`src/rtl/hamming_pkg.sv`:
```
// Hamming(15,11) shared definitions: codeword layout, types and encoder function.
// Used by both the batch encoder and the single-error-correcting decoder.
package hamming_pkg;

  localparam int DATA_W = 11;
  localparam int CODE_W = 15;

  localparam int POS_P1 = 1;
  localparam int POS_P2 = 2;
  localparam int POS_P4 = 4;
  localparam int POS_P8 = 8;

  typedef logic [DATA_W-1:0] data11_t;
  typedef logic [CODE_W-1:0] code15_t;

  typedef enum logic [2:0] {
    ST_IDLE,
    ST_RD_LO,
    ST_RD_HI,
    ST_CAPT,
    ST_WR_LO,
    ST_WR_HI
  } state_t;

  // Bit i of the codeword holds position i+1; d1 is data bit 0.
  function automatic code15_t hamming_enc(input data11_t d);
    code15_t c;
    logic    p1;
    logic    p2;
    logic    p4;
    logic    p8;
    p8 = ^d[10:4];
    p4 = (^d[10:7]) ^ (^d[3:1]);
    p2 = d[10] ^ d[9] ^ d[6] ^ d[5] ^ d[3] ^ d[2] ^ d[0];
    p1 = d[10] ^ d[8] ^ d[6] ^ d[4] ^ d[3] ^ d[1] ^ d[0];
    c          = '0;
    c[14:8]    = d[10:4];
    c[6:4]     = d[3:1];
    c[2]       = d[0];
    c[POS_P8-1] = p8;
    c[POS_P4-1] = p4;
    c[POS_P2-1] = p2;
    c[POS_P1-1] = p1;
    return c;
  endfunction

endpackage

```
`src/rtl/hamming_enc_comb.sv`:
```
// Combinational Hamming(15,11) encoder around the shared package function.
// Kept separate so the batch FSM only deals with sequencing.
module hamming_enc_comb
  import hamming_pkg::*;
(
  input  data11_t i_data,
  output code15_t o_code
);

  assign o_code = hamming_enc(i_data);

endmodule

```
`src/rtl/hamming_enc_batch.sv`:
```
// Batch Hamming(15,11) encoder: reads NUM_WORDS data words from byte memory,
// writes each codeword back as two bytes, five cycles per word.
module hamming_enc_batch
  import hamming_pkg::*;
#(
  parameter int NUM_WORDS = 15,
  parameter int RD_BASE   = 0,
  parameter int WR_BASE   = 30,
  parameter int ADDR_W    = 8
) (
  input  logic                             clk,
  input  logic                             reset,
  input  logic                             start,
  output logic                             done,
  output logic                             busy,
  output logic [ADDR_W-1:0]                mem_addr,
  input  logic [7:0]                       mem_rd_data,
  output logic                             mem_wr_en,
  output logic [7:0]                       mem_wr_data,
  output logic [$clog2(NUM_WORDS+1)-1:0]   word_idx
);

  localparam int IDX_W = $clog2(NUM_WORDS + 1);
  localparam logic [IDX_W-1:0] LAST = IDX_W'(NUM_WORDS - 1);

  if (NUM_WORDS < 1) begin : g_bad_num_words
    $error("hamming_enc_batch: NUM_WORDS must be >= 1");
  end

  state_t     r_state;
  logic [7:0] r_lo;
  logic [2:0] r_hi;
  data11_t    w_data;
  code15_t    w_code;
  logic       w_unused;

  assign w_unused = ^mem_rd_data[7:3];

  // In CAPT the high bits are still on the bus, so encode from it directly.
  assign w_data = (r_state == ST_CAPT) ? {mem_rd_data[2:0], r_lo}
                                       : {r_hi, r_lo};

  hamming_enc_comb u_enc (
    .i_data (w_data),
    .o_code (w_code)
  );

  function automatic logic [ADDR_W-1:0] addr_of(
    input int               base,
    input logic [IDX_W-1:0] k,
    input logic             hi
  );
    return ADDR_W'(base + 2 * int'(k) + int'(hi));
  endfunction

  always_ff @(posedge clk) begin
    if (reset) begin
      r_state     <= ST_IDLE;
      done        <= 1'b0;
      busy        <= 1'b0;
      mem_addr    <= '0;
      mem_wr_en   <= 1'b0;
      mem_wr_data <= '0;
      word_idx    <= '0;
      r_lo        <= '0;
      r_hi        <= '0;
    end else begin
      unique case (r_state)
        ST_IDLE: begin
          if (start) begin
            r_state  <= ST_RD_LO;
            done     <= 1'b0;
            busy     <= 1'b1;
            word_idx <= '0;
            mem_addr <= addr_of(RD_BASE, '0, 1'b0);
          end
        end
        ST_RD_LO: begin
          mem_addr <= addr_of(RD_BASE, word_idx, 1'b1);
          r_state  <= ST_RD_HI;
        end
        ST_RD_HI: begin
          r_lo    <= mem_rd_data;
          r_state <= ST_CAPT;
        end
        ST_CAPT: begin
          r_hi        <= mem_rd_data[2:0];
          mem_wr_en   <= 1'b1;
          mem_addr    <= addr_of(WR_BASE, word_idx, 1'b0);
          mem_wr_data <= w_code[7:0];
          r_state     <= ST_WR_LO;
        end
        ST_WR_LO: begin
          mem_addr    <= addr_of(WR_BASE, word_idx, 1'b1);
          mem_wr_data <= {1'b0, w_code[14:8]};
          r_state     <= ST_WR_HI;
        end
        ST_WR_HI: begin
          mem_wr_en <= 1'b0;
          if (word_idx == LAST) begin
            r_state <= ST_IDLE;
            done    <= 1'b1;
            busy    <= 1'b0;
          end else begin
            word_idx <= word_idx + 1'b1;
            mem_addr <= addr_of(RD_BASE, word_idx + 1'b1, 1'b0);
            r_state  <= ST_RD_LO;
          end
        end
        default: r_state <= ST_IDLE;
      endcase
    end
  end

endmodule
```
`config.mk`:
```
export PLATFORM = sky130hd
export DESIGN_NAME = hamming_enc_batch
export DESIGN_NICKNAME = d
export VERILOG_FILES = /design/src/rtl/hamming_pkg.sv /design/src/rtl/hamming_enc_comb.sv /design/src/rtl/hamming_enc_batch.sv
export SDC_FILE = /design/constraint.sdc
export NUM_CORES = 1
export LEC_CHECK = 0
export ABC_AREA = 1
export CAP_MARGIN = 20
export CORE_ASPECT_RATIO = 1.4
export CORE_MARGIN = 2
export CORE_UTILIZATION = 40
export CTS_CLUSTER_DIAMETER = 40
export DETAILED_ROUTE_END_ITERATION = 12
export GPL_TIMING_DRIVEN = 1
export PLACE_DENSITY_LB_ADDON = 0.25
export SLEW_MARGIN = 0
export SYNTH_ARGS = -nofsm -noshare
export SYNTH_HDL_FRONTEND = slang
export SYNTH_SLANG_ARGS = --single-unit
```
`constraint.sdc`:
```
create_clock -name clk -period 2.1 [get_ports clk]
set_clock_uncertainty 0.1 [all_clocks]
set_input_delay 0.42 -clock clk [delete_from_list [all_inputs] [get_ports clk]]
set_output_delay 0.42 -clock clk [all_outputs]
set_load 0.05 [all_outputs]
```
==> qor.yml <==
sta:
  holdWs_ns: 0.363
  hold_viol_final: 0
  max_freq_mhz: 498
  final.min_clock_period_ns: 2.01
  fin_crit_sh: 0.955
  rsz0062_at_grt: "no"
  worstMarginPinSlew_ns: 0.633
  setup_viol: 0
  slew_headroom: 0.578
  fin_tns_setup_ns: 0
  report.final.slew_viol_count: 0
grt:
  grt_max_degree: 27
  overflow: 0
  antenna_found_initial: 0
  globalRouteTotalUtil: 0.186
  grt_pass1_wl_um: 7970
  grt_pass1_vias: 1815
layout:
  syn2layout_area_growth_pct: 23.2
  final_util: 0.503
  antennaDiodeCount: 0
  drive_gt1_frac: 0.135
  layout_common_cells: "67 x nand2_1, 35 x dfxtp_1, 28 x inv_1, 28 x clkdlybuf4s50_1, 24 x a21oi_1"
  nFillCells: 486
  fin_nets: 318
  final_common_cell: "nand2_1"
  design_area_um2: 2400
synth:
  netlist_instances: 271
  synth.avg_cell_area_um2: 7.17
  synth_top_area_cell: "dfxtp_1"
  yosys-top-cells-area: "dfxtp_1 36%, nand2_1 13%, a21oi_1 6.2%, inv_1 5.4%, nand3_1 4.6%"
  ys_seq_area_frac: 0.360
  ys_dominant_reg_cell: "dfxtp_1"
  ys_seq_elements: 35
  ys_async_sr_fraction: 0
  synth_cell_types: 40
  synthesis.area_um2: 1940
  synth.top_cell.area_share: 0.360
  yosys_warnings: 0
  synth-edff-count: 0
detailed_routing:
  drtIter0Drc: 84
  wirelength_um: 4640
  drc_errors: 0
  ant_nets: 0
  route.vias.total: 1845
  vias_per_cell: 5.01
  wl_per_cell_um: 12.6
  dr.pass1.iters: 4
cts:
  cts_tree: "yes"
  clk_latency_ns: 0.28
  cts_resized: 0
  cts_max_level: 2
  cts_buffers: 5
  clk_pin_slew_ns: 0.07
  clkSinkCount: 35
  cts_hold_buffers: 0
  cts-root-buf: "clkbuf_8"
  cts_setup_buffers: 0
  clk_path_buf_depth: 2
setup_path:
  cp-end-kind: "primary output"
  path_cells: "clkdlybuf4s50_1"
  r2r_start: "r_state[1]$_SDFFE_PP0P_"
  crit_type: "register to primary output"
  crit_path_max_incr_delay_ns: 0.82
  rr_endpoint: "mem_wr_data[0]$_SDFFE_PP0N_"
  r2r_slack_ns: 0.26
  cp_slowest_cell: "clkdlybuf4s50_1"
  worstRegToRegCells: 9
  path_delay_family: "buffers and inverters"
  cp_data_arrival_time_ns: 1.49
  cp.buffers_inverters: 1
  crit_path_max_fanout: 4
  cp.required_ns: 1.58
  critPathLaunchType: "register"
place:
  routabilityCongestion: 0.797
  hpwlAfterDp_um: 3570
  place_area_um2: 2310
  io_buffer_count: 31
die:
  die_h_um: 86.5
  core_area_um2: 4770
  die_w_um: 62.9
  die_area_um2: 5440
  start_util: 0.408
  ios: 34
  rows: 30
power:
  leakagePower_nw: 1.01
  power.density_nw_per_um2: 721
  peakVddDrop_mv: 0.331
hold_path:
  hold_depth: 2
  min_to: "mem_wr_data[7]$_SDFFE_PP0N_"
  min_path_type: "register to register"
  hp-start: "mem_wr_data[7]$_SDFFE_PP0N_"
flow_run:
  cap_violations: 0
status:
  status: "complete, no violations"
## kinds of logic after synthesis
kind of cell	after synthesis	synth area share
and+or+nand+nor	128	0.320
AOI/OAI and AO/OA	53	0.155
buffers and inverters	41	0.0946
DFF	35	0.360
xor gates and xnor gates	10	0.0489
adders and majority gates	3	0.0193
other	1	0.00193
## Yosys cell counts (2+ instances only)
master / instances
a21oi_1: 24
inv_2: 2
nor2_1: 19
xor2_1: 2
o21ai_1: 3
nand2_2: 5
o21ai_0: 14
inv_1: 28
buf_6: 2
nor2_4: 2
dfxtp_1: 35
nand3_1: 18
nor2_2: 4
ha_1: 3
nand4_1: 3
nand2_1: 67
nand3_2: 4
a21oi_2: 2
xnor2_1: 7
o22ai_1: 2
clkbuf_1: 3
a31oi_1: 2
buf_4: 3
## flip-flops by register name, indices dropped and copies added (netlist names)
| name | count |
|---|---|
| mem_wr_data | 8 |
| word_idx | 4 |
| r_lo | 8 |
| mem_wr_en | 1 |
| done | 1 |
| r_hi | 3 |
| busy | 1 |
| mem_addr | 6 |
| r_state | 3 |
## tightest hold or removal path: stages (launching register included)
cell	delay [ns]
dfxtp_1	0.31
nand2_1	0.06
a21oi_1	0.05
## metrics by stage
step                      power (mW)  setup WS (ns)  std cells
after detailed placement        1.25          0.192        361
after global placement          1.25          0.212        361
final                           1.73         0.0935        368
after CTS                       1.74         0.0872        368
after floorplan                 1.13          0.128        272
after global routing            1.84         0.0264        368
## where the power goes
| group | switching (mW) | internal [mW] | total [mW] |
|---|---|---|---|
| clock | 0.235 | 0.257 | 0.492 |
| combinational | 0.309 | 0.171 | 0.480 |
| sequential | 0.0498 | 0.706 | 0.756 |
| total | 0.594 | 1.13 | 1.73 |
## worst max path at each step
stage                                  end  slack, ns  cells after the start                     start
6_report                       word_idx[0]       0.09                      1  word_idx[0]$_SDFFE_PP0P_
5_1_grt        mem_wr_data[0]$_SDFFE_PP0N_       0.03                      9   r_state[1]$_SDFFE_PP0P_
4_1_cts                        word_idx[0]       0.09                      1  word_idx[0]$_SDFFE_PP0P_
3_5_place_dp   mem_wr_data[7]$_SDFFE_PP0N_       0.19                      8            mem_rd_data[0]
3_3_place_gp   mem_wr_data[0]$_SDFFE_PP0N_       0.21                      8            mem_rd_data[0]
2_1_floorplan     mem_addr[1]$_SDFFE_PP0P_       0.13                      9  word_idx[0]$_SDFFE_PP0P_
## per-layer routing
| metal | global-route usage | wire length (um) | up-vias |
|---|---|---|---|
| li1 | - | - | 940 |
| met1 | 0.190 | 1790 | 856 |
| met2 | 0.357 | 2530 | 37 |
| met3 | 0.0416 | 168 | 12 |
| met4 | 0.0869 | 150 | 0 |
| met5 | 0 | 0 | - |
## area by class of cell
| type | instances | area [um^2] | share of cell area |
|---|---|---|---|
| multi-input cells | 196 | 1060 | 0.444 |
| inverters | 31 | 119 | 0.0496 |
| flip-flops and latches | 35 | 701 | 0.292 |
| clock inverters | 1 | 5.00 | 0.00209 |
| clock buffers | 6 | 82.6 | 0.0345 |
| well taps | 64 | 80.1 | 0.0334 |
| repair buffers | 35 | 345 | 0.144 |
Power figures use the tool's default switching activity.
